$ cat src/rtl/ibus_bridge16.sv
// ibus_bridge16: 32-bit instruction fetch served as two little-endian 16-bit memory reads, with a hang watchdog.
// Define FETCH_CACHE_EN to add a one-entry fetch cache; without it invalidate_i is ignored.
module ibus_bridge16 #(
    parameter int ADDR_W  = 64,
    parameter int TIMEOUT = 255
) (
    input  logic              clk_i,
    input  logic              reset_i,
    input  logic [ADDR_W-1:0] iadr_i,
    input  logic [1:0]        isiz_i,
    output logic              iack_o,
    output logic [31:0]       idat_o,
    output logic [ADDR_W-1:0] madr_o,
    output logic              mcyc_o,
    output logic              mstb_o,
    input  logic [15:0]       mdat_i,
    input  logic              mack_i,
    input  logic              invalidate_i,
    output logic              timeout_o
);
    typedef enum logic [1:0] {S_IDLE, S_LO, S_HI, S_ACK} state_e;

    // The watchdog aborts on the wait cycle that brings the count to TIMEOUT.
    localparam logic [7:0] WDOG_LAST = 8'(TIMEOUT - 1);

    state_e            state_q;
    logic [ADDR_W-1:0] base_q;
    logic [ADDR_W-1:0] madr_q;
    logic [15:0]       lo_q;
    logic [31:0]       idat_q;
    logic              mcyc_q;
    logic              mstb_q;
    logic              iack_q;
    logic              timeout_q;
    logic              wdrawn_q;
    logic [7:0]        wdog_q;

    logic              req_d;
    logic              withdraw_d;
    logic              hit_d;
    logic [31:0]       hit_dat_d;
    logic [ADDR_W-1:0] base_d;
    logic [ADDR_W-1:0] madr_hi_d;

    assign req_d      = (isiz_i == 2'b10);
    assign base_d     = {iadr_i[ADDR_W-1:2], 2'b00};
    assign madr_hi_d  = base_q + ADDR_W'(2);
    // Once a request is dropped mid-fetch it stays dropped until the halfword ends.
    assign withdraw_d = wdrawn_q | ~req_d;

`ifdef FETCH_CACHE_EN
    logic              cvld_q;
    logic [ADDR_W-1:0] ctag_q;
    logic [31:0]       cdat_q;
    logic              unused_ok;

    assign hit_d     = cvld_q & ~invalidate_i & (ctag_q == base_d);
    assign hit_dat_d = cdat_q;
    assign unused_ok = ^iadr_i[1:0];
`else
    logic              unused_ok;

    assign hit_d     = 1'b0;
    assign hit_dat_d = 32'h0;
    assign unused_ok = ^{iadr_i[1:0], invalidate_i};
`endif

    always_ff @(posedge clk_i) begin
        if (reset_i) begin
            state_q   <= S_IDLE;
            base_q    <= '0;
            madr_q    <= '0;
            lo_q      <= '0;
            idat_q    <= '0;
            mcyc_q    <= 1'b0;
            mstb_q    <= 1'b0;
            iack_q    <= 1'b0;
            timeout_q <= 1'b0;
            wdrawn_q  <= 1'b0;
            wdog_q    <= '0;
`ifdef FETCH_CACHE_EN
            cvld_q    <= 1'b0;
            ctag_q    <= '0;
            cdat_q    <= '0;
`endif
        end else begin
            iack_q    <= 1'b0;
            timeout_q <= 1'b0;
`ifdef FETCH_CACHE_EN
            if (invalidate_i) begin
                cvld_q <= 1'b0;
            end
`endif
            case (state_q)
                S_IDLE: begin
                    if (req_d) begin
                        base_q   <= base_d;
                        wdrawn_q <= 1'b0;
                        wdog_q   <= '0;
                        if (hit_d) begin
                            state_q <= S_ACK;
                            iack_q  <= 1'b1;
                            idat_q  <= hit_dat_d;
                        end else begin
                            state_q <= S_LO;
                            mcyc_q  <= 1'b1;
                            mstb_q  <= 1'b1;
                            madr_q  <= base_d;
                        end
                    end
                end
                S_LO, S_HI: begin
                    wdrawn_q <= withdraw_d;
                    if (mack_i) begin
                        wdog_q <= '0;
                        if (withdraw_d) begin
                            state_q <= S_IDLE;
                            mcyc_q  <= 1'b0;
                            mstb_q  <= 1'b0;
                        end else if (state_q == S_LO) begin
                            lo_q    <= mdat_i;
                            madr_q  <= madr_hi_d;
                            state_q <= S_HI;
                        end else begin
                            idat_q  <= {mdat_i, lo_q};
                            iack_q  <= 1'b1;
                            mcyc_q  <= 1'b0;
                            mstb_q  <= 1'b0;
                            state_q <= S_ACK;
`ifdef FETCH_CACHE_EN
                            if (!invalidate_i) begin
                                cvld_q <= 1'b1;
                                ctag_q <= base_q;
                                cdat_q <= {mdat_i, lo_q};
                            end
`endif
                        end
                    end else if (wdog_q == WDOG_LAST) begin
                        // All-zero is an illegal opcode, so the CPU traps instead of hanging.
                        wdog_q    <= '0;
                        timeout_q <= 1'b1;
                        mcyc_q    <= 1'b0;
                        mstb_q    <= 1'b0;
`ifdef FETCH_CACHE_EN
                        cvld_q    <= 1'b0;
`endif
                        if (withdraw_d) begin
                            state_q <= S_IDLE;
                        end else begin
                            state_q <= S_ACK;
                            iack_q  <= 1'b1;
                            idat_q  <= 32'h0;
                        end
                    end else begin
                        wdog_q <= wdog_q + 8'd1;
                    end
                end
                S_ACK: begin
                    state_q <= S_IDLE;
                end
                default: begin
                    state_q <= S_IDLE;
                end
            endcase
        end
    end

    assign iack_o    = iack_q;
    assign idat_o    = idat_q;
    assign madr_o    = madr_q;
    assign mcyc_o    = mcyc_q;
    assign mstb_o    = mstb_q;
    assign timeout_o = timeout_q;

endmodule

$ cat config.mk
export PLATFORM = sky130hd
export DESIGN_NAME = ibus_bridge16
export DESIGN_NICKNAME = d
export VERILOG_FILES = /design/src/rtl/ibus_bridge16.sv
export SDC_FILE = /design/constraint.sdc
export NUM_CORES = 1
export LEC_CHECK = 0
export BUFFER_PORTS_ARGS = -buffer_cell sky130_fd_sc_hd__buf_2
export CAP_MARGIN = 20
export CORE_ASPECT_RATIO = 2
export CORE_MARGIN = 2
export CORE_UTILIZATION = 50
export DETAILED_ROUTE_END_ITERATION = 12
export PLACE_DENSITY = 0.75
export SLEW_MARGIN = 10
export SYNTH_ARGS = -nofsm -noshare
export SYNTH_HDL_FRONTEND = slang
export SYNTH_SLANG_ARGS = --single-unit
export TNS_END_PERCENT = 20
$ cat constraint.sdc
create_clock -name clk_i -period 2.2 [get_ports clk_i]
set_clock_uncertainty 0.2 [all_clocks]
set_input_delay 0.44 -clock clk_i [delete_from_list [all_inputs] [get_ports clk_i]]
set_output_delay 0.44 -clock clk_i [all_outputs]
set_load 0.01 [all_outputs]
==> results.toml <==
[status]
outcome = "complete, no violations"

[power_and_ir_drop]
ir_worst_vdd_v = 0.000613
p_leak_nw = 3.66
power.density_cell_area_mw_per_mm2 = 980

[sta]
finalSetupTns_ns = 0
rsz0062_at_grt = "no"
maxSlewHeadroom_pct = 67.1
finalMaxSlewViolations = 0
worst_slew_pin_slew_ns = 0.480
setup_viol = 0
worst_hold_slack_ns = 0.0307
fmax_mhz = 473
hold_viol = 0
fin_crit_sh_pct = 96.1
layout_min_cycle_time_ns = 2.11

[layout]
finalInstanceArea_mm2 = 0.00899
areaGrowthSynthToFinish_pct = 24.0
drive_gt1_share_pct = 26.0
diodes = 0
post-route-util_pct = 63.0
fill_cells = 1285
nets = 1038

[worst_setup_path]
cp-start-kind = "register"
path_max_fanout = 27
cp-end-kind = "register"
critPathMostFrequentCell = "inv_1"
ff2ff_setup_slack_ns = 0.09
rr_endpoint = "madr_o[4]"
max_stage_delay_ns = 0.39
arrival_ns = 2.24
required_ns = 2.32
r2r_start = "state_q[0]"
crit_end = "madr_o[4]"
worstSetupStartpoint = "state_q[0]"
cpMaxStageDelayCell = "dfxtp_1"
reg2regPathDepth = 7
worstPathCellList = "inv_1 > ha_4 > inv_1 > o21ai_4 > buf_4 > a21oi_1 > a211oi_1"
critPathKind = "reg2reg"

[synthesis]
synth_warnings = 0
synth_area_mm2 = 0.00725
synthFlopType = "dfxtp_1"
yosys-top-cells-area = "dfxtp_1 (52%), a21oi_1 (10%), mux2i_1 (8.6%)"
synth.top_cell.area_share_pct = 51.7
synth.net_count = 880
synthCells = 789
async_reset_ff_share_pct = 0
synth-edff-count = 0
synth_common_cells = "dfxtp_1 (187), nand2_1 (163), a21oi_1 (147)"
yosysSeqAreaShare_pct = 51.7
avgSynthCellArea_um2 = 9.18
synth.largest_area_cell = "dfxtp_1"
yosysMostFrequentCell = "dfxtp_1"
synth-seq-cells = 187
synth.distinct_cells = 39

[die]
initial_core_util_pct = 50.8
die_area_mm2 = 0.0155
die_h_um = 174
die_w_um = 89.1
io_pins = 186
core_mm2 = 0.0143
std_cell_rows = 62

[route]
drc = 0
drt-pass1-iter-count = 4
avgRoutedWirePerCell_um = 15.7
wl_um = 18100
avgViaCountPerCell = 5.40
ant_nets = 0
via_count = 6222
first_iter_violations = 205

[placement]
dpl.hpwl_um = 12000
placed_area_mm2 = 0.00841
numPortBuffers = 181
place_congestion = 0.804

[grt]
grt_overflow = 0
grt_pass1_wl_um = 29200
grt_antenna_before_repair = 0
grt_pass1_vias = 6068
grt_max_degree = 72
grtUsageTotal_pct = 23.7

[clocking]
post_cts_buffers = 0
cts_made_buffers = 17
cts_tree = "built"
clockBufferDepth = 2
clk_latency_ns = 0.43
root_buffer = "clkbuf_16"
clk_pin_slew_ns = 0.08
cts_sinks = 187
htree_levels = 4

[job]
cap_viol_max_count = 0

[worst_hold_path]
min_path_type = "in2reg"
==> state kept, by name, summed over array words and instances, names as in the netlist <==
register / count
timeout_o: 1
iack_o: 1
idat_o: 32
wdrawn_q: 1
lo_q: 16
madr_o: 63
mstb_o: 1
wdog_q: 8
state_q: 2
base_q: 62
==> per-stage QoR <==
stage	worst slack, ns	power [mW]	cells
6_report	0.0852	8.81	1152
5_1_grt	0.00513	9.22	1152
4_1_cts	0.0432	8.87	1152
3_5_place_dp	0.0980	5.87	1120
3_3_place_gp	0.177	5.82	1120
2_1_floorplan	0.184	5.16	789
==> power breakdown <==
part           internal (mW)  total [mW]  switching, mW
registers               3.69        3.85          0.159
clock network           1.61        3.02           1.41
logic                  0.792        1.94           1.15
total                   6.09        8.81           2.72
==> logic make-up (layout without fill, tap and decap cells) <==
logic type                 after synthesis  after routing  synth area share (%)
AOI/OAI and AO/OA                      258            258                  22.5
xor gates and xnor gates                 7              7                 0.846
adders and majority gates                5              5                 0.863
buffers and inverters                   77            248                  4.68
DFF                                    187            187                  51.7
muxes                                   62             62                  8.56
other                                    1              1                0.0517
and+or+nand+nor                        192            192                  10.8
==> placed cells by master (no fill, tap or decap), drive strengths merged, types with 5 or more instances in the layout <==
cell type,instances
xnor2,7
a211oi,65
ha,5
dfxtp,187
mux2i,62
a21oi,147
clkbuf,18
a22o,32
nor2,12
nand2,163
inv,17
buf,209
==> area by class of cell <==
class	instances	area [um2]	share of cell area (%)
Clock buffer	18	429	4.77
Clock inverter	14	146	1.63
Inverter	7	26.3	0.292
Multi-Input combinational cell	525	3210	35.7
Sequential cell	187	3740	41.6
Tap cell	192	240	2.67
Timing Repair Buffer	209	1200	13.3
==> timing repair <==
| item | 4_1_cts | 5_1_grt |
|---|---|---|
| endpoints found under the hold margin | 0 | 0 |
| gates resized for setup | 0 | 1 |
| setup endpoints to repair | 0 | 14 |
| hold buffers | 0 | 0 |
==> worst min-delay path by stage <==
stage                     from          to  slack (ns)  depth (start not counted)
detailed placement  base_q[58]  base_q[58]        0.25                          2
global route         mdat_i[7]  idat_o[23]        0.02                          2
CTS                 mdat_i[15]  idat_o[31]        0.01                          2
finish              mdat_i[15]  idat_o[31]        0.03                          2
floorplan           base_q[10]  base_q[10]        0.24                          2
global placement    base_q[23]  base_q[23]        0.24                          2
==> routing by layer <==
metal	up-vias	GRT usage, %	wire (um)
met5	-	0	0
met4	0	8.96	415
met3	26	5.89	941
met2	177	40.8	9540
met1	2921	27.5	7170
li1	3098	-	-
==> critical path, delay by kind of cell, from the launching register on <==
family                     cells  cell delay (ns)
AOI/OAI and AO/OA              3             0.57
buffers and inverters          3             0.52
DFF                            1             0.39
adders and majority gates      1             0.32
(Power assumes the default switching activity.)
